==> config.mk <==
export PLATFORM = sky130hd
export DESIGN_NAME = csr_trap_ctrl_flat
export DESIGN_NICKNAME = d
export VERILOG_FILES = /design/src/rtl/csr_trap_ctrl_if.sv /design/src/rtl/csr_trap_ctrl.sv /design/src/flat_wrapper.sv
export SDC_FILE = /design/constraint.sdc
export NUM_CORES = 1
export LEC_CHECK = 0
export ABC_AREA = 1
export CELL_PAD_IN_SITES_DETAIL_PLACEMENT = 1
export CELL_PAD_IN_SITES_GLOBAL_PLACEMENT = 1
export CORE_MARGIN = 5
export CORE_UTILIZATION = 23
export DETAILED_ROUTE_END_ITERATION = 16
export PLACE_DENSITY_LB_ADDON = 0.1
export SYNTH_ARGS = -nofsm -noshare
export SYNTH_HDL_FRONTEND = slang
export SYNTH_SLANG_ARGS = --single-unit
==> constraint.sdc <==
create_clock -name clk -period 1.83 [get_ports clk]
set_input_delay 0.549 -clock clk [delete_from_list [all_inputs] [get_ports clk]]
set_output_delay 0.549 -clock clk [all_outputs]
set_load 0.1 [all_outputs]
==> src/rtl/csr_trap_ctrl_if.sv <==
// rtl/csr_trap_ctrl_if.sv - signal bundle between the pipeline/CSR file and the trap sequencer
interface csr_trap_ctrl_if;
    logic        irq_i;
    logic        global_int_en_i;
    logic        ecall_i;
    logic        ebreak_i;
    logic        mret_i;
    logic [31:0] inst_addr_i;
    logic        jump_flag_i;
    logic [31:0] jump_addr_i;
    logic [31:0] mtvec_i;
    logic [31:0] mepc_i;
    logic [31:0] mstatus_i;
    logic        ex_csr_we_i;
    logic [31:0] ex_csr_waddr_i;
    logic [31:0] ex_csr_wdata_i;
    logic        csr_we_o;
    logic [31:0] csr_waddr_o;
    logic [31:0] csr_wdata_o;
    logic        hold_o;
    logic        int_jump_o;
    logic [31:0] int_addr_o;

    // Pipeline / CSR-file side: drives the requests, observes the write port and redirect.
    modport master (
        output irq_i, global_int_en_i, ecall_i, ebreak_i, mret_i,
        output inst_addr_i, jump_flag_i, jump_addr_i,
        output mtvec_i, mepc_i, mstatus_i,
        output ex_csr_we_i, ex_csr_waddr_i, ex_csr_wdata_i,
        input  csr_we_o, csr_waddr_o, csr_wdata_o, hold_o, int_jump_o, int_addr_o
    );

    // Trap sequencer side.
    modport slave (
        input  irq_i, global_int_en_i, ecall_i, ebreak_i, mret_i,
        input  inst_addr_i, jump_flag_i, jump_addr_i,
        input  mtvec_i, mepc_i, mstatus_i,
        input  ex_csr_we_i, ex_csr_waddr_i, ex_csr_wdata_i,
        output csr_we_o, csr_waddr_o, csr_wdata_o, hold_o, int_jump_o, int_addr_o
    );
endinterface

==> src/rtl/csr_trap_ctrl.sv <==
// rtl/csr_trap_ctrl.sv - machine-mode trap/mret sequencer owning the CSR write port
module csr_trap_ctrl #(
    parameter logic [31:0] IRQ_CAUSE    = 32'h8000000B,
    parameter logic [31:0] ECALL_CAUSE  = 32'd11,
    parameter logic [31:0] EBREAK_CAUSE = 32'd3
) (
    input  logic             clk,
    input  logic             rst,
    csr_trap_ctrl_if.slave   bus
);
    localparam logic [31:0] ADDR_MSTATUS = 32'h0000_0300;
    localparam logic [31:0] ADDR_MEPC    = 32'h0000_0341;
    localparam logic [31:0] ADDR_MCAUSE  = 32'h0000_0342;

    typedef enum logic [2:0] {
        S_IDLE, S_WR_MEPC, S_WR_MCAUSE, S_WR_MSTATUS, S_MRET_MSTATUS, S_JUMP
    } state_t;

    typedef enum logic [1:0] {
        TT_NONE = 2'd0, TT_TRAP = 2'd1, TT_MRET = 2'd2
    } trap_t;

    state_t      state_q, state_d;
    trap_t       type_q, type_d;
    logic [31:0] cause_q, cause_d;
    logic [31:0] pc_q, pc_d;
    logic [31:0] int_addr_q, int_addr_d;

    logic        ev_ecall, ev_ebreak, ev_mret, ev_irq, ev_any;
    logic [31:0] jump_target;
    logic [31:0] mstatus_trap;
    logic [31:0] mstatus_mret;

    // Fixed-priority event decode: ecall > ebreak > mret > enabled interrupt.
    always_comb begin
        ev_ecall  = bus.ecall_i;
        ev_ebreak = !bus.ecall_i && bus.ebreak_i;
        ev_mret   = !bus.ecall_i && !bus.ebreak_i && bus.mret_i;
        ev_irq    = !bus.ecall_i && !bus.ebreak_i && !bus.mret_i
                    && bus.irq_i && bus.global_int_en_i;
        ev_any    = ev_ecall || ev_ebreak || ev_mret || ev_irq;
    end

    // Live mstatus rewrites: trap saves MIE into MPIE and clears MIE; mret restores MIE and sets MPIE.
    always_comb begin
        mstatus_trap    = bus.mstatus_i;
        mstatus_trap[7] = bus.mstatus_i[3];
        mstatus_trap[3] = 1'b0;
        mstatus_mret    = bus.mstatus_i;
        mstatus_mret[3] = bus.mstatus_i[7];
        mstatus_mret[7] = 1'b1;
        jump_target     = (type_q == TT_MRET) ? bus.mepc_i : bus.mtvec_i;
    end

    // State and trap-context registers.
    always_ff @(posedge clk) begin
        if (rst) begin
            state_q    <= S_IDLE;
            type_q     <= TT_NONE;
            cause_q    <= 32'd0;
            pc_q       <= 32'd0;
            int_addr_q <= 32'd0;
        end else begin
            state_q    <= state_d;
            type_q     <= type_d;
            cause_q    <= cause_d;
            pc_q       <= pc_d;
            int_addr_q <= int_addr_d;
        end
    end

    // Next-state and context capture; requests outside IDLE are ignored because the pipeline is held.
    always_comb begin
        state_d    = state_q;
        type_d     = type_q;
        cause_d    = cause_q;
        pc_d       = pc_q;
        int_addr_d = int_addr_q;
        case (state_q)
            S_IDLE: begin
                if (ev_any) begin
                    if (ev_mret) begin
                        type_d  = TT_MRET;
                        state_d = S_MRET_MSTATUS;
                    end else begin
                        type_d  = TT_TRAP;
                        state_d = S_WR_MEPC;
                        if (ev_ecall) begin
                            cause_d = ECALL_CAUSE;
                            pc_d    = bus.inst_addr_i;
                        end else if (ev_ebreak) begin
                            cause_d = EBREAK_CAUSE;
                            pc_d    = bus.inst_addr_i;
                        end else begin
                            // The interrupted instruction's EX write commits, so resume after it.
                            cause_d = IRQ_CAUSE;
                            pc_d    = bus.jump_flag_i ? bus.jump_addr_i
                                                      : bus.inst_addr_i + 32'd4;
                        end
                    end
                end
            end
            S_WR_MEPC:      state_d = S_WR_MCAUSE;
            S_WR_MCAUSE:    state_d = S_WR_MSTATUS;
            S_WR_MSTATUS:   state_d = S_JUMP;
            S_MRET_MSTATUS: state_d = S_JUMP;
            S_JUMP: begin
                int_addr_d = jump_target;
                state_d    = S_IDLE;
            end
            default:        state_d = S_IDLE;
        endcase
    end

    // Output decode: pass the EX write port through in IDLE, otherwise issue the sequenced writes.
    always_comb begin
        bus.csr_we_o    = 1'b0;
        bus.csr_waddr_o = 32'd0;
        bus.csr_wdata_o = 32'd0;
        bus.hold_o      = 1'b1;
        bus.int_jump_o  = 1'b0;
        bus.int_addr_o  = int_addr_q;
        case (state_q)
            S_IDLE: begin
                bus.hold_o      = ev_any;
                bus.csr_we_o    = bus.ex_csr_we_i;
                bus.csr_waddr_o = bus.ex_csr_waddr_i & 32'h0000_0FFF;
                bus.csr_wdata_o = bus.ex_csr_wdata_i;
            end
            S_WR_MEPC: begin
                bus.csr_we_o    = 1'b1;
                bus.csr_waddr_o = ADDR_MEPC;
                bus.csr_wdata_o = pc_q;
            end
            S_WR_MCAUSE: begin
                bus.csr_we_o    = 1'b1;
                bus.csr_waddr_o = ADDR_MCAUSE;
                bus.csr_wdata_o = cause_q;
            end
            S_WR_MSTATUS: begin
                bus.csr_we_o    = 1'b1;
                bus.csr_waddr_o = ADDR_MSTATUS;
                bus.csr_wdata_o = mstatus_trap;
            end
            S_MRET_MSTATUS: begin
                bus.csr_we_o    = 1'b1;
                bus.csr_waddr_o = ADDR_MSTATUS;
                bus.csr_wdata_o = mstatus_mret;
            end
            S_JUMP: begin
                bus.int_jump_o = 1'b1;
                bus.int_addr_o = jump_target;
            end
            default: begin
                bus.hold_o = 1'b1;
            end
        endcase
    end
endmodule
==> src/flat_wrapper.sv <==
// flat-port wrapper written by rule: the top's interface ports become plain ports
module csr_trap_ctrl_flat 
#(
    parameter logic [31:0] IRQ_CAUSE    = 32'h8000000B,
    parameter logic [31:0] ECALL_CAUSE  = 32'd11,
    parameter logic [31:0] EBREAK_CAUSE = 32'd3
)
  (clk, rst, bus_irq_i, bus_global_int_en_i, bus_ecall_i, bus_ebreak_i, bus_mret_i, bus_inst_addr_i, bus_jump_flag_i, bus_jump_addr_i, bus_mtvec_i, bus_mepc_i, bus_mstatus_i, bus_ex_csr_we_i, bus_ex_csr_waddr_i, bus_ex_csr_wdata_i, bus_csr_we_o, bus_csr_waddr_o, bus_csr_wdata_o, bus_hold_o, bus_int_jump_o, bus_int_addr_o);
  csr_trap_ctrl_if bus_i ();
  input  logic clk;
  input  logic rst;
  input wire logic [$bits(bus_i.irq_i)-1:0] bus_irq_i;
  input wire logic [$bits(bus_i.global_int_en_i)-1:0] bus_global_int_en_i;
  input wire logic [$bits(bus_i.ecall_i)-1:0] bus_ecall_i;
  input wire logic [$bits(bus_i.ebreak_i)-1:0] bus_ebreak_i;
  input wire logic [$bits(bus_i.mret_i)-1:0] bus_mret_i;
  input wire logic [$bits(bus_i.inst_addr_i)-1:0] bus_inst_addr_i;
  input wire logic [$bits(bus_i.jump_flag_i)-1:0] bus_jump_flag_i;
  input wire logic [$bits(bus_i.jump_addr_i)-1:0] bus_jump_addr_i;
  input wire logic [$bits(bus_i.mtvec_i)-1:0] bus_mtvec_i;
  input wire logic [$bits(bus_i.mepc_i)-1:0] bus_mepc_i;
  input wire logic [$bits(bus_i.mstatus_i)-1:0] bus_mstatus_i;
  input wire logic [$bits(bus_i.ex_csr_we_i)-1:0] bus_ex_csr_we_i;
  input wire logic [$bits(bus_i.ex_csr_waddr_i)-1:0] bus_ex_csr_waddr_i;
  input wire logic [$bits(bus_i.ex_csr_wdata_i)-1:0] bus_ex_csr_wdata_i;
  output wire logic [$bits(bus_i.csr_we_o)-1:0] bus_csr_we_o;
  output wire logic [$bits(bus_i.csr_waddr_o)-1:0] bus_csr_waddr_o;
  output wire logic [$bits(bus_i.csr_wdata_o)-1:0] bus_csr_wdata_o;
  output wire logic [$bits(bus_i.hold_o)-1:0] bus_hold_o;
  output wire logic [$bits(bus_i.int_jump_o)-1:0] bus_int_jump_o;
  output wire logic [$bits(bus_i.int_addr_o)-1:0] bus_int_addr_o;
  assign bus_i.irq_i = bus_irq_i;
  assign bus_i.global_int_en_i = bus_global_int_en_i;
  assign bus_i.ecall_i = bus_ecall_i;
  assign bus_i.ebreak_i = bus_ebreak_i;
  assign bus_i.mret_i = bus_mret_i;
  assign bus_i.inst_addr_i = bus_inst_addr_i;
  assign bus_i.jump_flag_i = bus_jump_flag_i;
  assign bus_i.jump_addr_i = bus_jump_addr_i;
  assign bus_i.mtvec_i = bus_mtvec_i;
  assign bus_i.mepc_i = bus_mepc_i;
  assign bus_i.mstatus_i = bus_mstatus_i;
  assign bus_i.ex_csr_we_i = bus_ex_csr_we_i;
  assign bus_i.ex_csr_waddr_i = bus_ex_csr_waddr_i;
  assign bus_i.ex_csr_wdata_i = bus_ex_csr_wdata_i;
  assign bus_csr_we_o = bus_i.csr_we_o;
  assign bus_csr_waddr_o = bus_i.csr_waddr_o;
  assign bus_csr_wdata_o = bus_i.csr_wdata_o;
  assign bus_hold_o = bus_i.hold_o;
  assign bus_int_jump_o = bus_i.int_jump_o;
  assign bus_int_addr_o = bus_i.int_addr_o;
  csr_trap_ctrl #(.IRQ_CAUSE(IRQ_CAUSE), .ECALL_CAUSE(ECALL_CAUSE), .EBREAK_CAUSE(EBREAK_CAUSE)) u_core (.clk(clk), .rst(rst), .bus(bus_i));
endmodule
==> flow_metrics.tcl <==
set metrics [dict create \
    status "finished, violations left" \
    violations "setup timing" \
    final-setup-viol-count 112 \
    post-route-period-util_pct 125 \
    synth_warnings 0 \
    clk-insertion-delay-late_ns 0.35 \
    antenna_found_initial 5 \
    yosys-mux-area-fraction_pct 0 \
    cts_tree "built" \
    h-tree-depth 3 \
    power_mw 18.5 \
    vias_per_cell 4.79 \
    slew_viol_final 0 \
    die_h_um 160 \
    required_ns 1.28 \
    synth_compound_area_share_pct 19.2 \
    syn_avg_cell_area_um2 5.83 \
    cts_hold_buf 0 \
    pre_cts_slack_ns -0.580 \
    synth-xor-area-share_pct 0.170 \
    track_usage_pct 21.8 \
    startpoint_type "flop" \
    dieWidth_um 160 \
    first_pass_iters 5 \
    final_nets 1529 \
    ys_ff_latch 72 \
    multiInputGateArea_mm2 0.00482 \
    worstSetupEndpointType "primary output" \
    peakVddDrop_mv 0.977 \
    max_freq_mhz 438 \
    drive_gt1_share_pct 36.6 \
    drc_errors 0 \
    wl_um 31200 \
    avgRoutedWirePerCell_um 19.7 \
    cp_max_fo 8 \
    period_minus_slack_ns 2.29 \
    cts.sink_count 72 \
    ys_types 37 \
    gp_congestion 0.895 \
    drtAntennaViolNets 0 \
    cts_buffers 9 \
    grt_first_pass_wirelength_um 44500 \
    dp.final_hpwl_um 22800 \
    cp.arrival_ns 1.74 \
    final_cell_area_mm2 0.0126 \
    dpl_cell_area_mm2 0.0109 \
    synth_seq_area_share_pct 27.9 \
    fill_cells 2538 \
    drtIter0Drc 340 \
    cap_viol_max_count 0 \
    syn_inst 885 \
    hp-class "flop to flop" \
    rows 54 \
    vias 7586 \
    grt_max_degree 33 \
    clk_pin_slew_ns 0.06 \
    overflow 0 \
    critical_path_class "flop to primary output" \
    skew_ns 0.0109 \
    root_buffer "clkbuf_16" \
    core_area_mm2 0.0220 \
    io_buffers 291 \
    p_per_area_mw_per_mm2 1470 \
    syn-cell-area_mm2 0.00516 \
    synth_top_family_by_area "simple AND/OR/NAND/NOR gates" \
    regArea_mm2 0.00146 \
    grt_pass1_vias 7851 \
    placed_cells 1522 \
    hold_viol_final 0 \
    rsz0062_at_grt "true" \
    yosys.area_share.adder_pct 0.242 \
    leakage_nw 5.16 \
    fin_tns_setup_ns -33.90 \
    clk_path_buf_depth 2 \
    worst_slack_ns -0.456 \
    ios 332 \
    syn2layout_area_growth_pct 144 \
    instances_no_fill 1583 \
    start_util_pct 23.5 \
    die-area_mm2 0.0255 \
    synth-simple-area-share_pct 41.1 \
]
[cell usage after synthesis, drive strengths merged]
| library cell | number | area share, % |
|---|---|---|
| buf | 36 | 4.9 |
| dfxtp | 72 | 28 |
| nor3 | 2 | 0.19 |
| a41oi | 2 | 0.34 |
| inv | 59 | 4.3 |
| nor2 | 119 | 9.4 |
| o2111ai | 4 | 0.68 |
| nand2 | 275 | 20 |
| a211oi | 9 | 1.3 |
| nand3 | 68 | 6.7 |
| xnor2 | 1 | 0.17 |
| clkinv | 1 | 0.073 |
| ha | 1 | 0.24 |
| a31oi | 5 | 0.61 |
| a21oi | 46 | 4.5 |
| nand3b | 3 | 0.44 |
| o31ai | 1 | 0.15 |
| conb | 1 | 0.073 |
| a22oi | 1 | 0.15 |
| o21a | 1 | 0.15 |
| or2 | 2 | 0.24 |
| o21ai | 107 | 10 |
| o211ai | 4 | 0.58 |
| o21bai | 1 | 0.15 |
| clkbuf | 28 | 2.0 |
| o22ai | 2 | 0.24 |
| nand4 | 2 | 0.24 |
| and2 | 32 | 3.9 |
[registers in the layout, summed over array words and instances (netlist names)]
name               flops
u_core.type_q          2
u_core.cause_q         3
u_core.pc_q           32
u_core.int_addr_q     32
u_core.state_q         3
[per-layer routing]
metal / up-vias / share of wire [%] / wire, µm / GRT usage [%]
li1: 3670 / - / - / -
met2: 279 / 49 / 15300 / 36.3
met5: - / 0.042 / 13 / 0
met3: 31 / 7.0 / 2200 / 6.03
met4: 2 / 1.4 / 442 / 4.69
met1: 3604 / 43 / 13300 / 28.3
[stage by stage]
step	util, %	hold slack, ns
detailed placement	49.6	0.461
global route	57.3	0.490
finish	57.3	0.468
floorplan	-	0.427
CTS	53.5	0.470
global placement	49.6	0.452
[cell usage in the layout (no fill, tap or decap), drive strengths merged, types with 3 or more instances in the layout]
| master | Yosys | routed |
|---|---|---|
| nand3 | 68 | 68 |
| inv | 59 | 58 |
| clkdlybuf4s50 | 0 | 200 |
| conb | 1 | 20 |
| diode | 0 | 4 |
| o211ai | 4 | 4 |
| and2 | 32 | 32 |
| nor2 | 119 | 119 |
| dlygate4sd2 | 0 | 11 |
| nand3b | 3 | 3 |
| clkbuf | 28 | 22 |
| o21ai | 107 | 107 |
| clkinv | 1 | 3 |
| o2111ai | 4 | 4 |
| nand2 | 275 | 275 |
| buf | 36 | 222 |
| a211oi | 9 | 9 |
| a31oi | 5 | 5 |
| dfxtp | 72 | 72 |
| a21oi | 46 | 46 |
[final cells by class]
type                            instances  share of cell area [%]
Timing Repair Buffer                  444                    42.7
Multi-Input combinational cell        708                    38.3
Sequential cell                        72                    11.6
Tap cell                              280                    2.78
Inverter                               60                    2.05
Clock buffer                           12                    2.04
Clock inverter                          3                   0.517
Antenna cell                            4                  0.0795
[where the power goes]
part,leakage [nW],internal [mW],switching (mW)
clock network,0.159,1.26,0.714
registers,0.592,1.95,0.339
logic,4.41,5.64,8.61
[timing repair]
action	4_1_cts	5_1_grt
resized for setup	118	139
pin swaps	33	27
setup endpoints to repair	110	112
gates cloned	4	11
setup buffers	15	15
[path summary, 6_finish.rpt]
check	start	cells past startpoint	slack (ns)	end
min reg2reg	u_core.pc_q[9]	2	0.47	u_core.pc_q[9]
max reg2reg	u_core.state_q[0]	13	-0.20	u_core.pc_q[1]
max	u_core.state_q[0]	9	-0.46	bus_csr_wdata_o[6]
min	u_core.pc_q[9]	2	0.47	u_core.pc_q[9]
[cells by family (layout without fill, tap and decap cells)]
family | after synthesis | count (layout)
buffers and inverters | 124 | 519
AND/OR/NAND/NOR | 503 | 503
AO/OA/AOI/OAI | 183 | 183
XOR/XNOR | 1 | 1
flip-flops | 72 | 72
other | 1 | 24
adder cells (fa/ha/maj) | 1 | 1
[critical path, cell delays in order (launching register included)]
cell and delay [ns]:
dfxtp_4 0.40, nor2_4 0.05, buf_4 0.14, nand2_4 0.09
clkinv_8 0.09, buf_12 0.14, buf_4 0.13, nand2_1 0.09
nand3_4 0.09, buf_12 0.17
No activity file was read; power rests on OpenSTA's default activity.
==> RTL edit 1, RTL diff (config.mk and constraints unchanged) <==
Take the reset off `pc_q` and `int_addr_q` and load them in a clocked block of their own.
--- a/src/rtl/csr_trap_ctrl.sv
+++ b/src/rtl/csr_trap_ctrl.sv
@@ -58,15 +58,16 @@
             state_q    <= S_IDLE;
             type_q     <= TT_NONE;
             cause_q    <= 32'd0;
-            pc_q       <= 32'd0;
-            int_addr_q <= 32'd0;
         end else begin
             state_q    <= state_d;
             type_q     <= type_d;
             cause_q    <= cause_d;
-            pc_q       <= pc_d;
-            int_addr_q <= int_addr_d;
         end
+    end
+
+    always_ff @(posedge clk) begin
+        pc_q       <= pc_d;
+        int_addr_q <= int_addr_d;
     end
 
     // Next-state and context capture; requests outside IDLE are ignored because the pipeline is held.
Check against the original RTL: differs if rst is asserted again (counterexample within 4 cycles, from zero or initial values and one cycle with rst high); with rst held inactive, the same outputs for 4 cycles.
==> RTL edit 1 against the original RTL <==
The run still ends with setup timing left; cell area is 2.4% higher; first-iteration DRC count is 18% lower; combinational power is 49% higher; clock skew is 4.9 ps higher; count of clock-buffer cells in the layout stayed put; area after synthesis is 1.8% lower; routed wire length is 3.0% higher; critical path depth is 1 lower; cell count is 2.3% lower; worst setup slack worse by 150 ps; synthesized cell count is 10% lower; power is 39% higher; sequential cell count stayed put; critical path type unchanged; largest cell class unchanged.
==> RTL edit 1: results (changes against the original RTL) <==
- The final hold slack is 476 ps (+7.68 ps).
- The detailed-route vias per instance is 4.63 (-3.4%).
- The final worst setup slack is -601 ps (-145 ps).
- The placed instance area is 11000 µm² (+0.70%).
- The number of buffers on the longest clock path came to 2 (unchanged).
- The final reports fail on setup timing.
- The number of failing setup endpoints in the final timing report was 112 (unchanged).
- The leakage dissipation is 5.76 nW (+12%).
- The initial antenna violation count is 1 (-4).
- The fraction of final layout cells sized beyond drive strength 1 came to 42.1% (+5.6 points).
- The total number of H-tree levels came to 3 (unchanged).
- The arrival time reported for the critical path endpoint is 1880 ps (+140 ps).
- The estimated wirelength of the detail-placed design came to 22700 µm (-0.12%).
- In the final layout, the registers with the most flip-flops are u_core.int_addr_q x32, u_core.pc_q x32.
- After synthesis, the cell types taking the most area are sky130_fd_sc_hd__edfxtp_1, sky130_fd_sc_hd__nand2_1, sky130_fd_sc_hd__dfxtp_1, sky130_fd_sc_hd__nor2_1, sky130_fd_sc_hd__inv_1.
- The first-pass GRT wire length came to 42500 µm (-4.5%).
- The worst reg-to-reg path cell count is 11 (-2).
- For hold timing, the worst endpoint is u_core.cause_q[1].
- The first-pass iteration count of the detailed router is 4 (-1).
- The antenna diode count is 0 (-4).
- The register-to-register path setup slack is -260 ps (-60 ps).
- The number of DRC markers in iteration 0 came to 278 (-18%).
- The global-route usage over all layers is 22.0% (+0.21 points).
- The setup clock skew after layout came to 15.7 ps (+4.85 ps).
- The portion of the post-synthesis area used by sequential elements is 34.8% (+6.8 points).
- The power spent charging and discharging nets is 14.0 mW (+45%).
- The final weighted congestion in routability-driven placement was 0.891 (-0.45%).
- The origin of the worst min-delay path is u_core.cause_q[1].
- The net count reported at finish is 1496 (-2.2%).
- The number of synthesized flops with an enable pin is 32 (+32).
- The highest cell delay on the worst timing path is 380 ps (-20 ps).
- The most critical setup path has its startpoint at u_core.state_q[2].
- The total clock network power was 1.66 mW (-16%).
- The distinct cell type count after synthesis was 36 (-2.7%).
- The startpoint identified for the worst register-to-register timing path is u_core.state_q[1].
- The count of cells along the worst hold path is 1 (-1).
- The power drawn by the combinational cells came to 21.1 mW (+49%).
- By count the netlist is led by sky130_fd_sc_hd__nand2_1, sky130_fd_sc_hd__nor2_1, sky130_fd_sc_hd__inv_1.
- The layout filler cell count is 2430 (-4.3%).
- The final routed wirelength across all metal layers is 32200 µm (+3.0%).
- The maximum number of pins on one net before global-route repair is 25 (-24%).
- The run finished, with violations left.
- The end of the worst register-to-register path is u_core.pc_q[27].
- The worst-case vdd ir drop came to 1230 µV (+26%).
- The critical path ends at bus_int_addr_o[29].
- The number of global-route vias before repair came to 7350 (-6.4%).
RTL edit 1: cell count changes after synthesis, moves of 26 or more:
cell	change
sky130_fd_sc_hd__nand2_1	-26
sky130_fd_sc_hd__dfxtp_1	-32
sky130_fd_sc_hd__inv_1	+39
sky130_fd_sc_hd__edfxtp_1	+32
sky130_fd_sc_hd__o22ai_1	+32
sky130_fd_sc_hd__a21oi_1	-31
sky130_fd_sc_hd__and2_1	-32
sky130_fd_sc_hd__o21ai_0	-36
RTL edit 1: area by class of cell:
cell class	instances	share of cell area, %
Tap cell	280	2.72
Inverter	100	3.14
Timing Repair Buffer	491	44.9
Clock inverter	4	0.165
Sequential cell	72	13.8
Clock buffer	12	1.86
Multi-Input combinational cell	588	33.5
RTL edit 1: cells by family after synthesis:
| group | Yosys count | share of synthesized area (%) |
|---|---|---|
| other cells | 1 | 0.0740 |
| fa+ha+maj | 1 | 0.247 |
| flops | 72 | 34.8 |
| compound gates | 126 | 14.5 |
| xor+xnor | 3 | 0.518 |
| simple gates | 437 | 36.3 |
| buf+inv | 153 | 13.6 |
RTL edit 1: per-layer routing:
metal  vias up  track usage (%)  wire length (µm)
li1       3475                -                 -
met1      3403             25.6             12000
met2       242             41.6             17400
met3        38             4.54              2170
met4         2             4.31               611
met5         -                0                13
RTL edit 1: timing repair:
item / CTS / global route
setup endpoints to repair: 134 / 131
buffers inserted: 32 / 32
pin swaps: 32 / 27
gates resized for setup: 135 / 140
cloned: 3 / 11
RTL edit 1: per-stage QoR:
step	setup slack [ps]	cells	setup TNS, ps	total power, mW	utilization, %
detailed placement	-547	1457	-40190	21.3	50.4
finish	-601	1547	-47480	25.7	59.2
global placement	-526	1457	-38660	21.1	50.4
global route	-657	1547	-54190	26.4	59.2
floorplan	-390	812	-10350	14.3	-
CTS	-541	1508	-36410	23.9	55.1
==> RTL edit 2, RTL diff (config.mk and constraints unchanged) <==
Made on the original files. `IRQ_CAUSE` is set to 32'h8000000B in 2 places; all go to 32'h40000005.
--- a/src/rtl/csr_trap_ctrl.sv
+++ b/src/rtl/csr_trap_ctrl.sv
@@ -1,6 +1,6 @@
 // rtl/csr_trap_ctrl.sv - machine-mode trap/mret sequencer owning the CSR write port
 module csr_trap_ctrl #(
-    parameter logic [31:0] IRQ_CAUSE    = 32'h8000000B,
+    parameter logic [31:0] IRQ_CAUSE    = 32'h40000005,
     parameter logic [31:0] ECALL_CAUSE  = 32'd11,
     parameter logic [31:0] EBREAK_CAUSE = 32'd3
 ) (
--- a/src/flat_wrapper.sv
+++ b/src/flat_wrapper.sv
@@ -1,7 +1,7 @@
 // flat-port wrapper written by rule: the top's interface ports become plain ports
 module csr_trap_ctrl_flat 
 #(
-    parameter logic [31:0] IRQ_CAUSE    = 32'h8000000B,
+    parameter logic [31:0] IRQ_CAUSE    = 32'h40000005,
     parameter logic [31:0] ECALL_CAUSE  = 32'd11,
     parameter logic [31:0] EBREAK_CAUSE = 32'd3
 )
Check against the original RTL: not equivalent (Yosys sat finds a counterexample within 4 cycles, from zero or initial values and one cycle with rst high).
==> RTL edit 2 against the original RTL <==
The flow still finishes with violations (setup timing); synthesized cell count is 1.1% lower; routed wire length is 0.81% higher; cell area is 0.52% higher; power is 2.7% higher; area after synthesis is 0.58% higher; combinational power is 4% higher; worst setup slack worse by 37 ps; sequential cell count is 1 higher; critical path type unchanged.
==> RTL edit 2: results (changes against the original RTL) <==
- The count of buffers inserted at the top-level ports is 291 (unchanged).
- The worst-path maximum fanout is 7 (-1).
- The number of DRC markers in iteration 0 is 339 (-0.29%).
- The worst-case vdd ir drop came to 1930 µV (+98%).
- The fraction of final layout cells sized beyond drive strength 1 is 38.8% (+2.2 points).
- The antenna diode count was 0 (-4).
- In this run the critical register-to-register path is launched from u_core.state_q[0].
- The path with the worst hold slack has its endpoint at u_core.type_q[1].
- The estimated wirelength of the detail-placed design is 22400 µm (-1.6%).
- The initial antenna violation count came to 1 (-4).
- The portion of the post-synthesis area used by sequential elements is 28.1% (+0.22 points).
- The power drawn by the combinational cells is 14.8 mW (+4%).
- The setup clock skew after layout was 7.24 ps (-3.63 ps).
- The share of synthesized registers carrying an async set or reset came to 0% (unchanged).
- The number of global-route vias before repair was 8131 (+3.6%).
- The power spent charging and discharging nets is 9.95 mW (+3.0%).
- The first-pass iteration count of the detailed router is 5 (unchanged).
- The final reports fail on setup timing.
- The endpoint identified for the worst register-to-register timing path is u_core.pc_q[14].
- The maximum number of pins on one net before global-route repair came to 33 (unchanged).
- The net count reported at finish is 1510 (-1.2%).
- The global-route usage over all layers was 22.9% (+1.1 points).
- The setup TNS came to -37550 ps (-3650 ps).
- The total via count after detailed routing was 7552 (-0.45%).
- The leakage dissipation is 5.09 nW (-1.2%).
- The number of warnings printed during yosys synthesis was 0 (unchanged).
- The origin of the worst min-delay path is u_core.type_q[1].
- The first-pass GRT wire length is 46300 µm (+4.0%).
- The count of cells along the worst hold path came to 2 (unchanged).
- The total number of H-tree levels came to 3 (unchanged).
- The arrival time reported for the critical path endpoint is 1770 ps (+30 ps).
- Sorting the synthesized cells by how often they occur yields sky130_fd_sc_hd__nand2_1, sky130_fd_sc_hd__nor2_1, sky130_fd_sc_hd__dfxtp_1.
- The cell at the root of the clock tree is sky130_fd_sc_hd__clkbuf_16.
- The final weighted congestion in routability-driven placement is 0.841 (-5.9%).
- The run finished, with violations left.
- The placed instance area was 10900 µm² (+0.26%).
- The final worst setup slack came to -492 ps (-36.7 ps).
- The number of failing setup endpoints in the final timing report is 113 (+0.89%).
- The sequential-cell power consumption is 2.17 mW (-5%).
- The distinct cell type count after synthesis is 33 (-11%).
- The largest registers in the layout are u_core.int_addr_q x32, u_core.pc_q x32, u_core.cause_q x4.
- After clock tree synthesis, the clock-pin slew on the worst setup and hold paths is 70 ps.
- The final routed wirelength across all metal layers was 31500 µm (+0.81%).
- The later-pin clock latency in the skew report was 350 ps (about the same).
- The number of buffers on the longest clock path was 2 (unchanged).
- The register-to-register path setup slack is -230 ps (-30 ps).
- Sorting the synthesized cells by area gives the leading types as sky130_fd_sc_hd__dfxtp_1, sky130_fd_sc_hd__nand2_1, sky130_fd_sc_hd__nor2_1, sky130_fd_sc_hd__nand3_1, sky130_fd_sc_hd__o21ai_0.
- The worst reg-to-reg path cell count is 13 (unchanged).
- The final hold slack is 480 ps (+12.3 ps).
==> RTL edit 2: cell types whose count changed after synthesis, sizes merged, moves of 3 or more <==
cell,unedited run,this run
a211oi,9,2
nand2,275,266
nand3b,3,0
a21oi,46,32
o21ai,107,82
nor2,119,138
a22oi,1,33
==> RTL edit 2: kinds of logic after synthesis <==
kind of cell               synth area share, %
AOI/OAI and AO/OA                         18.5
xor gates and xnor gates                 0.844
adders and majority gates                0.241
buffers and inverters                     10.9
DFF                                       28.1
other                                   0.0722
and+or+nand+nor                           41.3
==> RTL edit 2: per-stage QoR <==
stage	cells	power [mW]	util, %	setup slack, ps
detailed placement	1515	14.6	48.7	-548
finish	1566	19.0	56.4	-492
CTS	1562	18.8	54.6	-499
global route	1566	19.7	56.4	-562
floorplan	894	9.81	-	-887
global placement	1515	14.5	48.7	-509
==> RTL edit 2: cell type report <==
| class | instances | area [µm²] |
|---|---|---|
| sequential | 73 | 1470 |
| multi-input combinational | 699 | 4820 |
| clock buffer | 10 | 239 |
| timing repair inverter | 1 | 16.3 |
| tap | 285 | 357 |
| inverter | 59 | 280 |
| timing repair buffer | 433 | 5380 |
| clock inverter | 6 | 88.8 |
| fill | 2576 | 9780 |
==> RTL edit 2: worst max path at each step <==
stage	start	end	slack, ps	cells past startpoint
6_report	u_core.state_q[2]	bus_csr_wdata_o[6]	-490	8
5_1_grt	u_core.state_q[1]	bus_int_addr_o[18]	-560	8
4_1_cts	u_core.state_q[1]	bus_csr_wdata_o[5]	-500	8
3_5_place_dp	bus_inst_addr_i[2]	u_core.pc_q[11]	-550	9
3_3_place_gp	bus_inst_addr_i[2]	u_core.pc_q[11]	-510	9
2_1_floorplan	u_core.state_q[0]	bus_csr_wdata_o[4]	-890	4
==> RTL edit 2: timing repair <==
item / in CTS / in global routing
endpoints found under the setup margin: 103 / 115
setup buffers: 21 / 8
pin swaps: 41 / 66
cloned: 10 / 6
resized for setup: 158 / 119
==> RTL edit 2: worst max-delay path, stage by stage (launching register included) <==
cell and delay [ps]:
sky130_fd_sc_hd__dfxtp_4 400, sky130_fd_sc_hd__buf_6 140, sky130_fd_sc_hd__nor3_4 40, sky130_fd_sc_hd__buf_12 140, sky130_fd_sc_hd__buf_12 140, sky130_fd_sc_hd__buf_12 120, sky130_fd_sc_hd__a22oi_2 210, sky130_fd_sc_hd__nand2_4 70
sky130_fd_sc_hd__buf_12 170
==> RTL edit 2: metal layers <==
metal | GRT usage [%] | vias to the layer above | routed length, µm
li1 | - | 3611 | -
met1 | 27.0 | 3595 | 12600
met2 | 40.7 | 286 | 15700
met3 | 5.52 | 58 | 2230
met4 | 7.47 | 2 | 931
met5 | 0 | - | 7
